`config.mk`:
```
export PLATFORM = sky130hd
export DESIGN_NAME = vga_timing_gen
export DESIGN_NICKNAME = d
export VERILOG_FILES = /design/src/rtl/vga_timing_pkg.sv /design/src/rtl/vga_axis_counter.sv /design/src/rtl/vga_timing_gen.sv
export SDC_FILE = /design/constraint.sdc
export NUM_CORES = 1
export LEC_CHECK = 0
export ABC_AREA = 1
export CORE_ASPECT_RATIO = 1.25
export CORE_UTILIZATION = 56
export DETAILED_ROUTE_END_ITERATION = 10
export DONT_BUFFER_PORTS = 1
export PLACE_DENSITY = 0.79
export SYNTH_ARGS = -nofsm -noshare
export SYNTH_HDL_FRONTEND = slang
export SYNTH_HIERARCHICAL = 1
export SYNTH_SLANG_ARGS = --single-unit
```
`constraint.sdc`:
```
create_clock -name VGA_clk -period 1.9 [get_ports VGA_clk]
set_clock_uncertainty 0.1 [all_clocks]
set_input_delay 0.285 -clock VGA_clk [delete_from_list [all_inputs] [get_ports VGA_clk]]
set_output_delay 0.285 -clock VGA_clk [all_outputs]
set_load 0.01 [all_outputs]
```
`src/rtl/vga_timing_pkg.sv`:
```
// Shared constants and helpers for the VGA raster timing generator.
// Holds the standard video modes and the arithmetic used to size and
// sanity-check an axis (horizontal or vertical) of the raster.
package vga_timing_pkg;

  // One raster axis: visible span followed by front porch, sync, back porch.
  typedef struct packed {
    int active;
    int fp;
    int sync;
    int bp;
  } axis_mode_t;

  // A complete video mode: both axes plus the active level of each sync.
  typedef struct packed {
    axis_mode_t h;
    axis_mode_t v;
    logic       h_pol;
    logic       v_pol;
  } video_mode_t;

  // 640x480 @ 60 Hz, 25.175 MHz pixel clock, both syncs active-low.
  localparam video_mode_t MODE_640X480_60 = '{
    h:     '{active: 640, fp: 16, sync: 96, bp: 48},
    v:     '{active: 480, fp: 10, sync: 2,  bp: 33},
    h_pol: 1'b0,
    v_pol: 1'b0
  };

  // 800x600 @ 60 Hz, 40 MHz pixel clock, both syncs active-high.
  localparam video_mode_t MODE_800X600_60 = '{
    h:     '{active: 800, fp: 40, sync: 128, bp: 88},
    v:     '{active: 600, fp: 1,  sync: 4,   bp: 23},
    h_pol: 1'b1,
    v_pol: 1'b1
  };

  // Total positions on one axis, i.e. the counter period.
  function automatic int axis_total(input int active, input int fp,
                                    input int sync, input int bp);
    return active + fp + sync + bp;
  endfunction

  // First position inside the sync pulse.
  function automatic int axis_sync_start(input int active, input int fp);
    return active + fp;
  endfunction

  // An axis is usable when every region is non-empty and the whole period
  // can be represented by a counter of width w.
  function automatic bit axis_legal(input int active, input int fp,
                                    input int sync, input int bp,
                                    input int w);
    longint limit;
    limit = longint'(1) << w;
    return (active >= 1) && (fp >= 1) && (sync >= 1) && (bp >= 1) &&
           (w >= 1) && (w <= 30) &&
           (longint'(axis_total(active, fp, sync, bp)) <= limit);
  endfunction

endpackage

```
`src/rtl/vga_axis_counter.sv`:
```
// One raster axis: a wrapping position counter that advances on step,
// with combinational decode of the visible span, sync pulse and last
// position. The top level registers these decodes alongside the count.
module vga_axis_counter
  import vga_timing_pkg::*;
#(
  parameter int ACTIVE = 640,
  parameter int FP     = 16,
  parameter int SYNC   = 96,
  parameter int BP     = 48,
  parameter bit POL    = 1'b0,
  parameter int W      = 10
) (
  input  logic         clk,
  input  logic         rst_n,
  input  logic         step,
  output logic [W-1:0] count,
  output logic         active,
  output logic         sync,
  output logic         wrap
);

  localparam int TOTAL      = axis_total(ACTIVE, FP, SYNC, BP);
  localparam int SYNC_START = axis_sync_start(ACTIVE, FP);
  localparam int SYNC_END   = SYNC_START + SYNC;

  localparam logic [W-1:0] LAST_POS   = W'(TOTAL - 1);
  localparam logic [W-1:0] ACTIVE_END = W'(ACTIVE);
  localparam logic [W-1:0] SYNC_LO    = W'(SYNC_START);
  localparam logic [W-1:0] SYNC_HI    = W'(SYNC_END);

  // Refuse to elaborate an axis whose regions are empty or whose period
  // does not fit the counter.
  generate
    if (!axis_legal(ACTIVE, FP, SYNC, BP, W)) begin : g_illegal_axis
      $error("vga_axis_counter: illegal axis parameters");
    end
  endgenerate

  logic [W-1:0] count_q;
  logic [W-1:0] count_d;
  logic         in_sync;

  // Next position: hold unless stepping, wrap to 0 after the last position.
  always_comb begin
    count_d = count_q;
    if (step) begin
      if (wrap) begin
        count_d = '0;
      end else begin
        count_d = count_q + 1'b1;
      end
    end
  end

  // Position register; reset wins over step.
  always_ff @(posedge clk) begin
    if (!rst_n) begin
      count_q <= '0;
    end else begin
      count_q <= count_d;
    end
  end

  assign wrap    = (count_q == LAST_POS);
  assign active  = (count_q <  ACTIVE_END);
  assign in_sync = (count_q >= SYNC_LO) && (count_q < SYNC_HI);
  assign sync    = in_sync ? POL : ~POL;
  assign count   = count_q;

endmodule

```
`src/rtl/vga_timing_gen.sv`:
```
// Parametrised VGA raster timing generator. Two axis counters track the
// raster position; a single output register stage captures coordinates,
// display enable, syncs, strobes and the frame count from the same counter
// state, so every output describes the same pixel.
module vga_timing_gen
  import vga_timing_pkg::*;
#(
  parameter int H_ACTIVE = MODE_640X480_60.h.active,
  parameter int H_FP     = MODE_640X480_60.h.fp,
  parameter int H_SYNC   = MODE_640X480_60.h.sync,
  parameter int H_BP     = MODE_640X480_60.h.bp,
  parameter int V_ACTIVE = MODE_640X480_60.v.active,
  parameter int V_FP     = MODE_640X480_60.v.fp,
  parameter int V_SYNC   = MODE_640X480_60.v.sync,
  parameter int V_BP     = MODE_640X480_60.v.bp,
  parameter bit H_POL    = MODE_640X480_60.h_pol,
  parameter bit V_POL    = MODE_640X480_60.v_pol,
  parameter int COORD_W  = 10,
  parameter int FRAME_W  = 16
) (
  input  logic               VGA_clk,
  input  logic               VGA_rst_n,
  input  logic               pix_en,
  output logic [COORD_W-1:0] xCount,
  output logic [COORD_W-1:0] yCount,
  output logic               display,
  output logic               VGA_hSync,
  output logic               VGA_vSync,
  output logic               line_start,
  output logic               frame_start,
  output logic               vblank_start,
  output logic [FRAME_W-1:0] frame_cnt
);

  localparam logic [COORD_W-1:0] VBLANK_LINE = COORD_W'(V_ACTIVE);

  // Reject illegal modes at elaboration rather than producing a broken raster.
  generate
    if (!axis_legal(H_ACTIVE, H_FP, H_SYNC, H_BP, COORD_W) ||
        !axis_legal(V_ACTIVE, V_FP, V_SYNC, V_BP, COORD_W) ||
        (FRAME_W < 1)) begin : g_illegal_mode
      $error("vga_timing_gen: illegal timing parameters");
    end
  endgenerate

  // ---------------------------------------------------------------------
  // Raster position counters
  // ---------------------------------------------------------------------
  logic [COORD_W-1:0] h_cnt;
  logic [COORD_W-1:0] v_cnt;
  logic               h_active;
  logic               v_active;
  logic               h_sync;
  logic               v_sync;
  logic               h_wrap;
  logic               v_wrap;
  logic               v_step;

  // The vertical axis moves one line each time the horizontal axis wraps.
  assign v_step = pix_en & h_wrap;

  vga_axis_counter #(
    .ACTIVE (H_ACTIVE),
    .FP     (H_FP),
    .SYNC   (H_SYNC),
    .BP     (H_BP),
    .POL    (H_POL),
    .W      (COORD_W)
  ) u_h_axis (
    .clk    (VGA_clk),
    .rst_n  (VGA_rst_n),
    .step   (pix_en),
    .count  (h_cnt),
    .active (h_active),
    .sync   (h_sync),
    .wrap   (h_wrap)
  );

  vga_axis_counter #(
    .ACTIVE (V_ACTIVE),
    .FP     (V_FP),
    .SYNC   (V_SYNC),
    .BP     (V_BP),
    .POL    (V_POL),
    .W      (COORD_W)
  ) u_v_axis (
    .clk    (VGA_clk),
    .rst_n  (VGA_rst_n),
    .step   (v_step),
    .count  (v_cnt),
    .active (v_active),
    .sync   (v_sync),
    .wrap   (v_wrap)
  );

  // ---------------------------------------------------------------------
  // Internal frame counter: bumps on the edge the raster wraps to (0,0).
  // The output copy below picks it up on the following enabled edge, which
  // is the edge that registers (0,0), so frame_cnt moves with frame_start.
  // ---------------------------------------------------------------------
  logic [FRAME_W-1:0] frame_q;
  logic [FRAME_W-1:0] frame_d;

  // Advance the completed-frame count on the last pixel of the frame.
  always_comb begin
    frame_d = frame_q;
    if (v_step && v_wrap) begin
      frame_d = frame_q + 1'b1;
    end
  end

  // Completed-frame register, cleared by reset.
  always_ff @(posedge VGA_clk) begin
    if (!VGA_rst_n) begin
      frame_q <= '0;
    end else begin
      frame_q <= frame_d;
    end
  end

  // ---------------------------------------------------------------------
  // Output register stage
  // ---------------------------------------------------------------------
  logic [COORD_W-1:0] x_q,            x_d;
  logic [COORD_W-1:0] y_q,            y_d;
  logic               display_q,      display_d;
  logic               hsync_q,        hsync_d;
  logic               vsync_q,        vsync_d;
  logic               line_start_q,   line_start_d;
  logic               frame_start_q,  frame_start_d;
  logic               vblank_start_q, vblank_start_d;
  logic [FRAME_W-1:0] frame_cnt_q,    frame_cnt_d;

  logic               at_line_start;

  assign at_line_start = (h_cnt == '0);

  // Capture the current position on enabled cycles; otherwise hold levels
  // and drop strobes so each strobe lasts exactly one clock.
  always_comb begin
    x_d            = x_q;
    y_d            = y_q;
    display_d      = display_q;
    hsync_d        = hsync_q;
    vsync_d        = vsync_q;
    frame_cnt_d    = frame_cnt_q;
    line_start_d   = 1'b0;
    frame_start_d  = 1'b0;
    vblank_start_d = 1'b0;
    if (pix_en) begin
      x_d            = h_cnt;
      y_d            = v_cnt;
      display_d      = h_active & v_active;
      hsync_d        = h_sync;
      vsync_d        = v_sync;
      frame_cnt_d    = frame_q;
      line_start_d   = at_line_start;
      frame_start_d  = at_line_start && (v_cnt == '0);
      vblank_start_d = at_line_start && (v_cnt == VBLANK_LINE);
    end
  end

  // Output registers; reset parks syncs at their inactive level.
  always_ff @(posedge VGA_clk) begin
    if (!VGA_rst_n) begin
      x_q            <= '0;
      y_q            <= '0;
      display_q      <= 1'b0;
      hsync_q        <= ~H_POL;
      vsync_q        <= ~V_POL;
      line_start_q   <= 1'b0;
      frame_start_q  <= 1'b0;
      vblank_start_q <= 1'b0;
      frame_cnt_q    <= '0;
    end else begin
      x_q            <= x_d;
      y_q            <= y_d;
      display_q      <= display_d;
      hsync_q        <= hsync_d;
      vsync_q        <= vsync_d;
      line_start_q   <= line_start_d;
      frame_start_q  <= frame_start_d;
      vblank_start_q <= vblank_start_d;
      frame_cnt_q    <= frame_cnt_d;
    end
  end

  assign xCount       = x_q;
  assign yCount       = y_q;
  assign display      = display_q;
  assign VGA_hSync    = hsync_q;
  assign VGA_vSync    = vsync_q;
  assign line_start   = line_start_q;
  assign frame_start  = frame_start_q;
  assign vblank_start = vblank_start_q;
  assign frame_cnt    = frame_cnt_q;

endmodule
```
==> results.json <==
{
  "status": "finished with violations",
  "violations": "negative setup slack",
  "finalCritPeriodShare_pct": 103,
  "start_kind": "flop",
  "synth_compound_area_share_pct": 12.7,
  "async_reset_ff_share_pct": 0,
  "ant_nets": 0,
  "maxCapViolCount": 0,
  "cts-htree-levels": 3,
  "setup-violations-final": 3,
  "fin_ws_ps": -52.4,
  "drtPass1Iterations": 5,
  "synth.cell_area_um2": 3410,
  "utilization_pct": 68.8,
  "worst_ep_arrival_time_ps": 2110,
  "vdd_ir_drop_max_mv": 0.801,
  "hold_violations": 0,
  "dr_total_vias": 3191,
  "slew_headroom_pct": 33.7,
  "place_ws_ps": -33.7,
  "clockBufferDepth": 2,
  "synthAdderAreaFrac_pct": 1.84,
  "insertion_delay_ps": 360,
  "met3_wirelength_um": 507,
  "avgSynthCellArea_um2": 7.22,
  "drt-initial-drc-count": 193,
  "final-seq-area_um2": 1560,
  "grt_max_degree": 56,
  "clkSlewWorstSetupHoldPaths_ps": 80,
  "p_leak_nw": 1.56,
  "top_layer_used": "met4",
  "wirelength_met1_mm": 3.36,
  "met2_length_mm": 4.37,
  "antenna_found_initial": 0,
  "power_w": 0.00340,
  "cts_tree": "built",
  "fmaxAchievable_mhz": 512,
  "num_antenna_cells": 0,
  "synthDistinctLibCells": 27,
  "yosysTopAreaCell": "dfxtp_1",
  "die_h_um": 89.2,
  "cpLargestDelayFamily": "simple AND/OR/NAND/NOR gates",
  "fin_crit_ps": 1950,
  "cp_cell_sequence": "inv_2, ha_4, nand3_4, nor4_4, buf_4, nand3_4, nor2_4, nand2_2, inv_2, nand2_2, nor2_2, nor2_1",
  "synth-simple-area-share_pct": 29.4,
  "grt_first_pass_wirelength_mm": 14.0,
  "dieArea_um2": 6400,
  "synth_top_cell_area_share_pct": 45.8,
  "worst_pin_slew_ps": 992,
  "ys_top_cells_by_count": "nor2_1 (88), dfxtp_1 (78), nand2_1 (72)",
  "port_buffers": 0,
  "rsz0062_at_grt": "true",
  "synth_xor_area_share_pct": 2.06,
  "synth-edff-count": 0,
  "core_um2": 5820,
  "end_kind": "flop",
  "yosysMostFrequentCell": "nor2_1",
  "cp_num_buf_inv": 3,
  "grt_overflow": 0,
  "cp_max_fo": 4,
  "synthMuxAreaShare_pct": 0,
  "numCtsBuffers": 9,
  "vias_per_cell": 5.63,
  "multi_input_area_um2": 1660,
  "synth_top_family_by_area": "simple AND/OR/NAND/NOR gates",
  "dpl.hpwl_mm": 5.19,
  "initial_core_util_pct": 58.6,
  "clock-sinks": 78,
  "syn_to_final_growth_pct": 17.5,
  "rows": 31,
  "ios": 45,
  "ctsRootBufferMaster": "clkbuf_8",
  "hold_path.class": "input port to flop",
  "ys_seq_area_share_pct": 45.8,
  "wl_mm": 8.55,
  "slowest_delay_ps": 330,
  "synthesis.instances": 472,
  "slowest_stage": "dfxtp_2",
  "place_inst": 545,
  "fillers": 474,
  "grt_pass1_vias": 3030,
  "grt.total_usage_pct": 28.6,
  "ys.flop_type": "dfxtp_1",
  "crit_required_ps": 2060,
  "place_congestion": 0.880,
  "power.density_nw_per_um2": 849,
  "synth_area_leaders": "dfxtp_1 (46%), nor2_1 (9.7%), nand2_1 (7.9%)",
  "finalNonFillerCells": 567,
  "ys_seq_elements": 78,
  "nets": 504,
  "path_class": "flop to flop",
  "drive_gt1_share_pct": 15.8,
  "holdWs_ps": 3.98,
  "ys_warn_count": 6,
  "drc": 0,
  "drv_slew": 0,
  "die_x_um": 71.8,
  "wl_per_cell_um": 15.1,
  "synth_nets": 480
}
==> logic make-up (layout without fill, tap and decap cells) <==
logic type               count (synthesis)  in the layout
AO/OA/AOI/OAI                           85             85
XOR/XNOR                                 8              8
adder cells (fa/ha/maj)                  5              5
buffers and inverters                   73            102
flip-flops                              78             78
AND/OR/NAND/NOR                        223            223
==> cell type report <==
type,instances,area share [%]
repair buffers,28,5.81
flip-flops and latches,78,39.0
multi-input cells,321,41.5
clock buffers,11,3.53
inverters,58,5.44
clock inverters,5,2.66
well taps,66,2.06
==> per-layer routing <==
| metal | global-route usage (%) | vias up |
|---|---|---|
| met2 | 50.1 | 130 |
| met4 | 15.9 | 0 |
| met3 | 7.67 | 29 |
| met5 | 0 | - |
| met1 | 31.5 | 1463 |
| li1 | - | 1569 |
==> state kept, by name, indices dropped and copies added, names as in the netlist <==
register	flops
line_start	1
frame_cnt	16
u_h_axis/count	10
xCount	10
VGA_hSync	1
yCount	10
frame_start	1
VGA_vSync	1
display	1
frame_q	16
u_v_axis/count	10
vblank_start	1
==> through the flow <==
| step | cell area (um2) | setup TNS [ps] |
|---|---|---|
| global route | 4010 | -1180 |
| detailed placement | 3600 | -67.0 |
| global placement | 3600 | 0 |
| floorplan | 3410 | 0 |
| CTS | 3900 | 0 |
| finish | 4010 | -108 |
==> path summary, 6_finish.rpt <==
check                                                    start                   endpoint  slack (ps)  cells past startpoint
worst max-delay path            u_v_axis/count[1]$_SDFFE_PN0P_   frame_q[10]$_SDFFE_PN0P_         -50                     12
worst min-delay path                                    pix_en     xCount[3]$_SDFFE_PN0P_           4                      2
worst max register to register  u_v_axis/count[1]$_SDFFE_PN0P_   frame_q[10]$_SDFFE_PN0P_         -50                     12
worst min register to register         frame_q[4]$_SDFFE_PN0P_  frame_cnt[4]$_SDFFE_PN0P_         380                      2
==> where the power goes <==
group	switching (W)	total, W	internal [W]
sequential	0.0000493	0.00173	0.00168
combinational	0.0000885	0.000142	0.0000537
clock	0.000615	0.00153	0.000911
total	0.000753	0.00340	0.00265
==> cells in the final DEF (no fill, tap or decap), types with 4 or more instances in the layout <==
| master | instances |
|---|---|
| dlygate4sd3_1 | 4 |
| nor2_4 | 8 |
| nand4_1 | 10 |
| inv_2 | 6 |
| clkbuf_8 | 10 |
| inv_1 | 52 |
| nor4_1 | 4 |
| nor3_1 | 4 |
| a21oi_1 | 33 |
| buf_4 | 23 |
| nor2_2 | 4 |
| nand3_1 | 17 |
| dfxtp_1 | 77 |
| xor2_1 | 4 |
| o21ai_1 | 6 |
| nand2_1 | 70 |
| nor2_1 | 85 |
| xnor2_1 | 4 |
| nand2_2 | 10 |
| o21ai_0 | 44 |
==> what timing repair did <==
item	CTS	global route
gates resized for setup	3	27
buffers inserted	0	1
pin swaps	3	8
endpoints found under the setup margin	14	20
hold buffers	4	1
hold endpoints to repair	58	1
Note: power is estimated with default switching activity, not from simulation.
